$ cat config.mk
export PLATFORM = sky130hd
export DESIGN_NAME = paper_dispenser_flat
export DESIGN_NICKNAME = d
export VERILOG_FILES = /design/src/rtl/paper_dispenser_pkg.sv /design/src/rtl/paper_dispenser_if.sv /design/src/rtl/paper_dispenser_timer.sv /design/src/rtl/paper_dispenser.sv /design/src/flat_wrapper.sv
export SDC_FILE = /design/constraint.sdc
export NUM_CORES = 1
export LEC_CHECK = 0
export CAP_MARGIN = 5
export CELL_PAD_IN_SITES_DETAIL_PLACEMENT = 0
export CELL_PAD_IN_SITES_GLOBAL_PLACEMENT = 1
export CORE_MARGIN = 3
export CORE_UTILIZATION = 35
export DETAILED_ROUTE_END_ITERATION = 16
export GPL_TIMING_DRIVEN = 0
export PLACE_DENSITY_LB_ADDON = 0.08
export SLEW_MARGIN = 5
export SYNTH_ARGS = -nofsm -noshare
export SYNTH_HDL_FRONTEND = slang
export SYNTH_SLANG_ARGS = --single-unit
$ cat constraint.sdc
create_clock -name clk -period 7.4 [get_ports clk]
set_clock_uncertainty 0.2 [all_clocks]
set_input_delay 1.11 -clock clk [delete_from_list [all_inputs] [get_ports clk]]
set_output_delay 1.11 -clock clk [all_outputs]
set_load 0.03 [all_outputs]
$ cat src/rtl/paper_dispenser_pkg.sv
// Shared types and widths for the paper dispenser slice.
package paper_pkg;

  localparam int unsigned STOCK_W = 8;
  localparam int unsigned PEND_W  = 2;
  localparam int unsigned TMR_W   = 16;

  typedef enum logic [1:0] {
    IDLE,
    RUN,
    WAIT,
    FAULT
  } state_t;

endpackage

$ cat src/rtl/paper_dispenser_if.sv
// Request/sensor/status bundle between the vending FSM side and the dispenser.
interface paper_dispenser_if;
  import paper_pkg::*;

  logic               newspaper;
  logic               drop_sensor;
  logic               refill;
  logic               motor;
  logic               busy;
  logic               empty;
  logic               fault;
  logic               lost;
  logic [STOCK_W-1:0] stock;
  logic [PEND_W-1:0]  pending;

  modport master (
    output newspaper, drop_sensor, refill,
    input  motor, busy, empty, fault, lost, stock, pending
  );

  modport slave (
    input  newspaper, drop_sensor, refill,
    output motor, busy, empty, fault, lost, stock, pending
  );

endinterface

$ cat src/rtl/paper_dispenser_timer.sv
// Loadable down-counter; done flags the last cycle of the loaded interval.
module disp_timer #(
  parameter int unsigned W = 16
) (
  input  logic         clk,
  input  logic         rst,
  input  logic         load,
  input  logic [W-1:0] load_val,
  output logic         done
);

  logic [W-1:0] count;

  always_ff @(posedge clk) begin
    if (rst) begin
      count <= '0;
    end else if (load) begin
      count <= load_val;
    end else if (count != '0) begin
      count <= count - W'(1);
    end
  end

  assign done = (count == W'(1));

endmodule

$ cat src/rtl/paper_dispenser.sv
// Vend queue, motor/drop FSM and stock tracking behind the newspaper vending FSM.
module paper_dispenser
  import paper_pkg::*;
#(
  parameter int unsigned STOCK_INIT     = 3,
  parameter int unsigned MOTOR_CYCLES   = 4,
  parameter int unsigned TIMEOUT_CYCLES = 16,
  parameter int unsigned QUEUE_DEPTH    = 3
) (
  input logic               clk,
  input logic               rst,
  paper_dispenser_if.slave  bus
);

  localparam logic [STOCK_W-1:0] STOCK_RST = STOCK_W'(STOCK_INIT);
  localparam logic [PEND_W-1:0]  QMAX      = PEND_W'(QUEUE_DEPTH);

  state_t             state, state_nx;
  logic [PEND_W-1:0]  pending, pending_nx;
  logic [STOCK_W-1:0] stock, stock_nx;
  logic               motor, busy, empty, fault, lost;

  logic               tmr_load, tmr_done;
  logic [TMR_W-1:0]   tmr_val;
  logic               deq, accept, stock_dec, stock_load;

  disp_timer #(.W(TMR_W)) u_timer (
    .clk      (clk),
    .rst      (rst),
    .load     (tmr_load),
    .load_val (tmr_val),
    .done     (tmr_done)
  );

  always_comb begin
    state_nx   = state;
    tmr_load   = 1'b0;
    tmr_val    = '0;
    deq        = 1'b0;
    stock_dec  = 1'b0;
    stock_load = 1'b0;
    case (state)
      IDLE: begin
        if (bus.refill) begin
          stock_load = 1'b1;
        end else if (pending != '0 && stock != '0) begin
          state_nx = RUN;
          deq      = 1'b1;
          tmr_load = 1'b1;
          tmr_val  = TMR_W'(MOTOR_CYCLES);
        end
      end
      RUN: begin
        if (bus.drop_sensor) begin
          stock_dec = 1'b1;
          state_nx  = IDLE;
        end else if (tmr_done) begin
          state_nx = WAIT;
          tmr_load = 1'b1;
          tmr_val  = TMR_W'(TIMEOUT_CYCLES);
        end
      end
      WAIT: begin
        if (bus.drop_sensor) begin
          stock_dec = 1'b1;
          state_nx  = IDLE;
        end else if (tmr_done) begin
          state_nx = FAULT;
        end
      end
      default: state_nx = FAULT;
    endcase
  end

  // A simultaneous dequeue frees the slot, so a request at a full queue is still taken.
  always_comb begin
    accept = bus.newspaper && (state != FAULT) && ((pending < QMAX) || deq);
    case ({accept, deq})
      2'b10:   pending_nx = pending + PEND_W'(1);
      2'b01:   pending_nx = pending - PEND_W'(1);
      default: pending_nx = pending;
    endcase
    if (stock_load) begin
      stock_nx = STOCK_RST;
    end else if (stock_dec && stock != '0) begin
      stock_nx = stock - STOCK_W'(1);
    end else begin
      stock_nx = stock;
    end
  end

  always_ff @(posedge clk) begin
    if (rst) begin
      state   <= IDLE;
      motor   <= 1'b0;
      busy    <= 1'b0;
      fault   <= 1'b0;
      lost    <= 1'b0;
      pending <= '0;
      stock   <= STOCK_RST;
      empty   <= (STOCK_RST == '0);
    end else begin
      state   <= state_nx;
      motor   <= (state_nx == RUN);
      busy    <= (state_nx == RUN) || (state_nx == WAIT);
      fault   <= (state_nx == FAULT);
      lost    <= bus.newspaper && !accept;
      pending <= pending_nx;
      stock   <= stock_nx;
      empty   <= (stock_nx == '0);
    end
  end

  assign bus.motor   = motor;
  assign bus.busy    = busy;
  assign bus.empty   = empty;
  assign bus.fault   = fault;
  assign bus.lost    = lost;
  assign bus.stock   = stock;
  assign bus.pending = pending;

endmodule

$ cat src/flat_wrapper.sv
// flat-port wrapper written by rule: the top's interface ports become plain ports
module paper_dispenser_flat import paper_pkg::*;
#(
  parameter int unsigned STOCK_INIT     = 3,
  parameter int unsigned MOTOR_CYCLES   = 4,
  parameter int unsigned TIMEOUT_CYCLES = 16,
  parameter int unsigned QUEUE_DEPTH    = 3
)
  (clk, rst, bus_newspaper, bus_drop_sensor, bus_refill, bus_motor, bus_busy, bus_empty, bus_fault, bus_lost, bus_stock, bus_pending);
  paper_dispenser_if bus_i ();
  input logic clk;
  input logic rst;
  input wire logic [$bits(bus_i.newspaper)-1:0] bus_newspaper;
  input wire logic [$bits(bus_i.drop_sensor)-1:0] bus_drop_sensor;
  input wire logic [$bits(bus_i.refill)-1:0] bus_refill;
  output wire logic [$bits(bus_i.motor)-1:0] bus_motor;
  output wire logic [$bits(bus_i.busy)-1:0] bus_busy;
  output wire logic [$bits(bus_i.empty)-1:0] bus_empty;
  output wire logic [$bits(bus_i.fault)-1:0] bus_fault;
  output wire logic [$bits(bus_i.lost)-1:0] bus_lost;
  output wire logic [$bits(bus_i.stock)-1:0] bus_stock;
  output wire logic [$bits(bus_i.pending)-1:0] bus_pending;
  assign bus_i.newspaper = bus_newspaper;
  assign bus_i.drop_sensor = bus_drop_sensor;
  assign bus_i.refill = bus_refill;
  assign bus_motor = bus_i.motor;
  assign bus_busy = bus_i.busy;
  assign bus_empty = bus_i.empty;
  assign bus_fault = bus_i.fault;
  assign bus_lost = bus_i.lost;
  assign bus_stock = bus_i.stock;
  assign bus_pending = bus_i.pending;
  paper_dispenser #(.STOCK_INIT(STOCK_INIT), .MOTOR_CYCLES(MOTOR_CYCLES), .TIMEOUT_CYCLES(TIMEOUT_CYCLES), .QUEUE_DEPTH(QUEUE_DEPTH)) u_core (.clk(clk), .rst(rst), .bus(bus_i));
endmodule
Word level (Yosys, flattened, before mapping)

Cells that the tools add are included.

Flip-flop bits (word level): 33
Input port bits: 5
Output and inout port bits: 15
Logic and storage cells: 66

Add/subtract/negate cells: 4
Magnitude comparators: 1
Eq/ne operators: 9
Muxes and demuxes: 27
Reduce and logical (&&, ||, !) cells: 16

Operators with widths:

| operator                                           | count |
|---|---|
| two-way mux 16 bit                                 | 4 |
| case mux 16 bit (2 select lines)                   | 1 |
| == test 16 x 1 -> 1 bit, second input constant     | 1 |
| two-way mux 8 bit                                  | 2 |
| nonzero test 16 bit                                | 1 |
| subtractor 16 x 1 -> 16 bit, second input constant | 1 |
| two-way mux 2 bit                                  | 6 |
| two-way mux 1 bit                                  | 9 |
| == test 2 bit, second input constant               | 4 |
| zero test 8 bit                                    | 1 |
| nonzero test 8 bit                                 | 1 |
| subtractor 8 x 1 -> 8 bit, second input constant   | 1 |
| == test 2 x 1 -> 1 bit, second input constant      | 3 |
| case mux 2 bit (3 select lines)                    | 1 |
| nonzero test 2 bit                                 | 3 |
| logical AND 1 bit                                  | 5 |
| two-way mux 5 bit                                  | 1 |
| case mux 2 bit (2 select lines)                    | 1 |
| two-way mux 3 bit                                  | 1 |
| adder 2 x 1 -> 2 bit, second input constant        | 1 |
| zero test 2 bit                                    | 1 |
| logical OR 1 bit                                   | 2 |
| < comparator 2 bit, second input constant          | 1 |
| != test 2 bit, second input constant               | 1 |
| other kinds (4)                                    | 4 |

Depth between registers and ports, before layout

Depth in word-level cells: 9
Mapped depth: 9
Gate-level depth less buffers: 9

Cells and area by module

A second synthesis with hierarchy kept.

Cells, all modules: 229
Area, all modules: 1921.8 µm²

Modules (own cells, without submodules):

| module          | times used | cells an instance | area an instance (µm²) |
|---|---|---|---|
| paper_dispenser | 1          | 114               | 975.9 |
| disp_timer      | 1          | 115               | 945.9 |

Worst setup path after synthesis

OpenSTA, ideal clock, no wires.

Path type: input-to-reg
Start point: in bus_refill
End point: reg u_core.u_timer.count[14]
Library setup time: 0.071 ns
Arrival: 2.392 ns
Data required time: 7.129 ns
Setup slack: 4.737 ns
Stages: 5
Path buffers: 0
Path through: o21bai_1 -> a211oi_2 -> a211oi_4 -> or4_1 -> a21oi_1

Word-level cells in the longest chain between the ends: 3

RTL lines:

| item                                                     | line                        | source |
|---|---|---|
| start, declared                                          | flat_wrapper.sv:15          | `input wire logic [$bits(bus_i.refill)-1:0] bus_refill;` |
| two-way mux 1 bit *                                      | paper_dispenser.sv:44       | `if (bus.refill) begin` |
| case mux 1 bit (2 select lines) *                        | paper_dispenser.sv:42       | `case (state)` |
| two-way mux 16 bit or nonzero test 2 bit (tied branches) | n/a                         |  |
| end signal, assigned                                     | paper_dispenser_timer.sv:18 | `count <= load_val;` |
| end signal, assigned                                     | paper_dispenser_timer.sv:20 | `count <= count - W'(1);` |
| end, declared                                            | paper_dispenser_timer.sv:12 | `logic [W-1:0] count;` |

Every way passes the cells marked *; elsewhere a longest branch is shown, timed or not.
A chain may end at the register's enable or synchronous reset.

Final worst setup path

Same ends and word-level chain as after synthesis.

==> impl_metrics.env <==
export IMPL_drive_gt1_share_pct=7.66
export IMPL_insertion_delay_ps=280
export IMPL_vias_per_cell=5.13
export IMPL_ctsResizeCount=0
export IMPL_cts_sinks=33
export IMPL_ioPinCount=20
export IMPL_critPathKind="in2reg"
export IMPL_fin_crit_sh_pct=40.3
export IMPL_worst_pin_slew_ps=784
export IMPL_antenna_found_initial=0
export IMPL_postRouteAntennaNets=0
export IMPL_final_core_util_pct=44.6
export IMPL_start_util_pct=37.1
export IMPL_area_growth_pct=20.1
export IMPL_grt_max_degree=11
export IMPL_grt_use_total_pct=13.7
export IMPL_vdd_drop_max_uv=96.3
export IMPL_synth_top_area_share_pct=36.9
export IMPL_syn_nets=225
export IMPL_post_cts_buffers=0
export IMPL_drt_pre_antenna_iters=4
export IMPL_cts_tree="yes"
export IMPL_outcome="completed"
export IMPL_yosysWarnings=0
export IMPL_hold_viol_final=0
export IMPL_leakage_uw=0.000830
export IMPL_cts_root_buf="clkbuf_8"
export IMPL_row_count=25
export IMPL_grt_overflow=0
export IMPL_crit_path_start_kind="primary input"
export IMPL_port_buffers=19
export IMPL_grt_pass1_vias=1532
export IMPL_place_gp_congestion=0.823
export IMPL_synth_compound_area_share_pct=14.2
export IMPL_nFillCells=501
export IMPL_synth_main_ff_cell="dfxtp_1"
export IMPL_setup_tns_ps=0
export IMPL_grt_setup_unrepaired="no"
export IMPL_final_max_slew_viol_count=0
export IMPL_synth_edf_count=0
export IMPL_synth_top_family_by_area="simple AND/OR/NAND/NOR gates"
export IMPL_cts_hold_buf=0
export IMPL_yosysTopAreaCell="dfxtp_1"
export IMPL_synth_seq_area_share_pct=36.9
export IMPL_muxShareOfSynthArea_pct=1.12
export IMPL_dp_final_hpwl_um=2880
export IMPL_routed_via_count=1548
export IMPL_finalSetupViolations=0
export IMPL_cp_arrival_ps=2990
export IMPL_synth_xor_area_share_pct=5.87
export IMPL_final_nets=251
export IMPL_end_kind="flop"
export IMPL_p_total_uw=817
export IMPL_cts_buffer_depth=2
export IMPL_cts_inserted_buffers=5
export IMPL_syn_cell_area_mm2=0.00179
export IMPL_mostFrequentLayoutCells="33 x dfxtp_1, 28 x nor2_1, 19 x clkdlybuf4s50_1, 18 x a21oi_1, 11 x ha_1"
export IMPL_syn_area_per_cell_um2=8.56
export IMPL_die_area_mm2=0.00601
export IMPL_cts_max_level=2
export IMPL_drtIter0Drc=45
export IMPL_routedWlPerCell_um=12.9
export IMPL_clk_pin_slew_ps=60
export IMPL_synth_simple_area_share_pct=31.0
export IMPL_synthCells=209
export IMPL_hold_path_class="reg2reg"
export IMPL_powerDensity_mw_per_mm2=380
export IMPL_diodes=0
export IMPL_synthTopCellsByArea="dfxtp_1 37%, ha_1 7.7%, nor2_1 5.9%"
export IMPL_crit_required_ps=7410
export IMPL_finalCriticalPeriod_ps=2980
export IMPL_grt_pass1_wl_um=6710
export IMPL_drc=0
export IMPL_die_h_um=77.5
export IMPL_final_common_cell="dfxtp_1"
export IMPL_synth_seq_cells=33
export IMPL_synth_cell_types=43
export IMPL_fmax_ghz=0.335
export IMPL_path_max_fanout=9
export IMPL_fp_dieW_um=77.5
export IMPL_relSlewSlack_pct=47.6
export IMPL_async_flop_share_pct=0
export IMPL_core_area_mm2=0.00482
export IMPL_drv_cap=0
export IMPL_wirelength_um=3890
export IMPL_synthAdderAreaFrac_pct=7.69
cell type report:
type / instances / area (µm²) / area share, %
clock buffers: 7 / 86.3 / 4.02
inverters: 9 / 33.8 / 1.57
flip-flops and latches: 33 / 661 / 30.7
well taps: 67 / 83.8 / 3.90
repair buffers: 19 / 190 / 8.85
multi-input cells: 163 / 1070 / 49.8
plain buffers: 4 / 23.8 / 1.11
worst paths after layout:
check                                   startpoint                               endpoint  slack [ps]  cells past startpoint
max                                     bus_refill  u_core.u_timer.count[14]$_SDFFE_PP0P_        4420                      6
min          u_core.u_timer.count[14]$_SDFFE_PP0P_  u_core.u_timer.count[14]$_SDFFE_PP0P_         300                      2
max reg2reg   u_core.u_timer.count[0]$_SDFFE_PP0P_  u_core.u_timer.count[15]$_SDFFE_PP0P_        4670                      8
min reg2reg  u_core.u_timer.count[14]$_SDFFE_PP0P_  u_core.u_timer.count[14]$_SDFFE_PP0P_         300                      2
critical path, cell delays in order:
cell and delay [ps]:
clkdlybuf4s50_1 430, o21bai_1 190, a211oi_2 450, a211oi_4 130
or4_1 530, a21oi_1 150
where the power goes:
group          total [µW]  switching [µW]  leakage (µW)  internal [µW]
logic                 408             229      0.000516            180
registers             272            48.7      0.000269            224
clock network         136            62.7     0.0000443           73.8
registers in the layout (all words and copies together) (netlist names):
name / count
u_core.state: 2
u_core.bus.busy: 1
u_core.bus.fault: 1
u_core.bus.pending: 2
u_core.bus.lost: 1
u_core.bus.motor: 1
u_core.u_timer.count: 16
u_core.bus.empty: 1
u_core.bus.stock: 8
layer usage:
metal | global-route usage, % | part of all wire [%] | up-vias
met5 | 0 | 0 | -
met4 | 5.52 | 1.4 | 0
met3 | 3.60 | 2.9 | 6
met2 | 22.4 | 48 | 25
met1 | 17.0 | 48 | 715
li1 | - | - | 802
synth_stat cells, types with 2 or more instances:
library cell and count:
nor3_1 6, a21o_1 2, o21ai_1 7, or2_2 4, a211oi_1 2, or4b_2 2
nor2b_1 4, a21oi_1 18, nand3_1 7, nand4_1 3, o21ai_0 3, o31ai_1 2
nand2_1 8, o21bai_1 2, or4_1 9, inv_1 9, nor2_1 28, nor3b_1 2
or3_1 9, mux2i_1 2, xor2_1 4, ha_1 11, xnor2_1 8, dfxtp_1 33
nand2b_1 2, nor4_1 5
per-stage QoR:
| stage | instance area (µm²) | std cells | setup WS (ps) | hold WS (ps) |
|---|---|---|---|---|
| final | 2150 | 302 | 4420 | 297 |
| after global routing | 2150 | 302 | 4170 | 336 |
| after CTS | 2150 | 302 | 4370 | 296 |
| after detailed placement | 2060 | 295 | 4090 | 285 |
| after global placement | 2060 | 295 | 4090 | 268 |
| after floorplan | 1790 | 209 | 4740 | 255 |
kinds of logic (layout without fill, tap and decap cells):
logic type               count (synthesis)  in the layout
AO/OA/AOI/OAI                           41             41
XOR/XNOR                                12             12
multiplexers                             2              2
flip-flops                              33             33
AND/OR/NAND/NOR                         97             97
adder cells (fa/ha/maj)                 11             11
buffers and inverters                   13             39
Note: power is estimated with default switching activity, not from simulation.
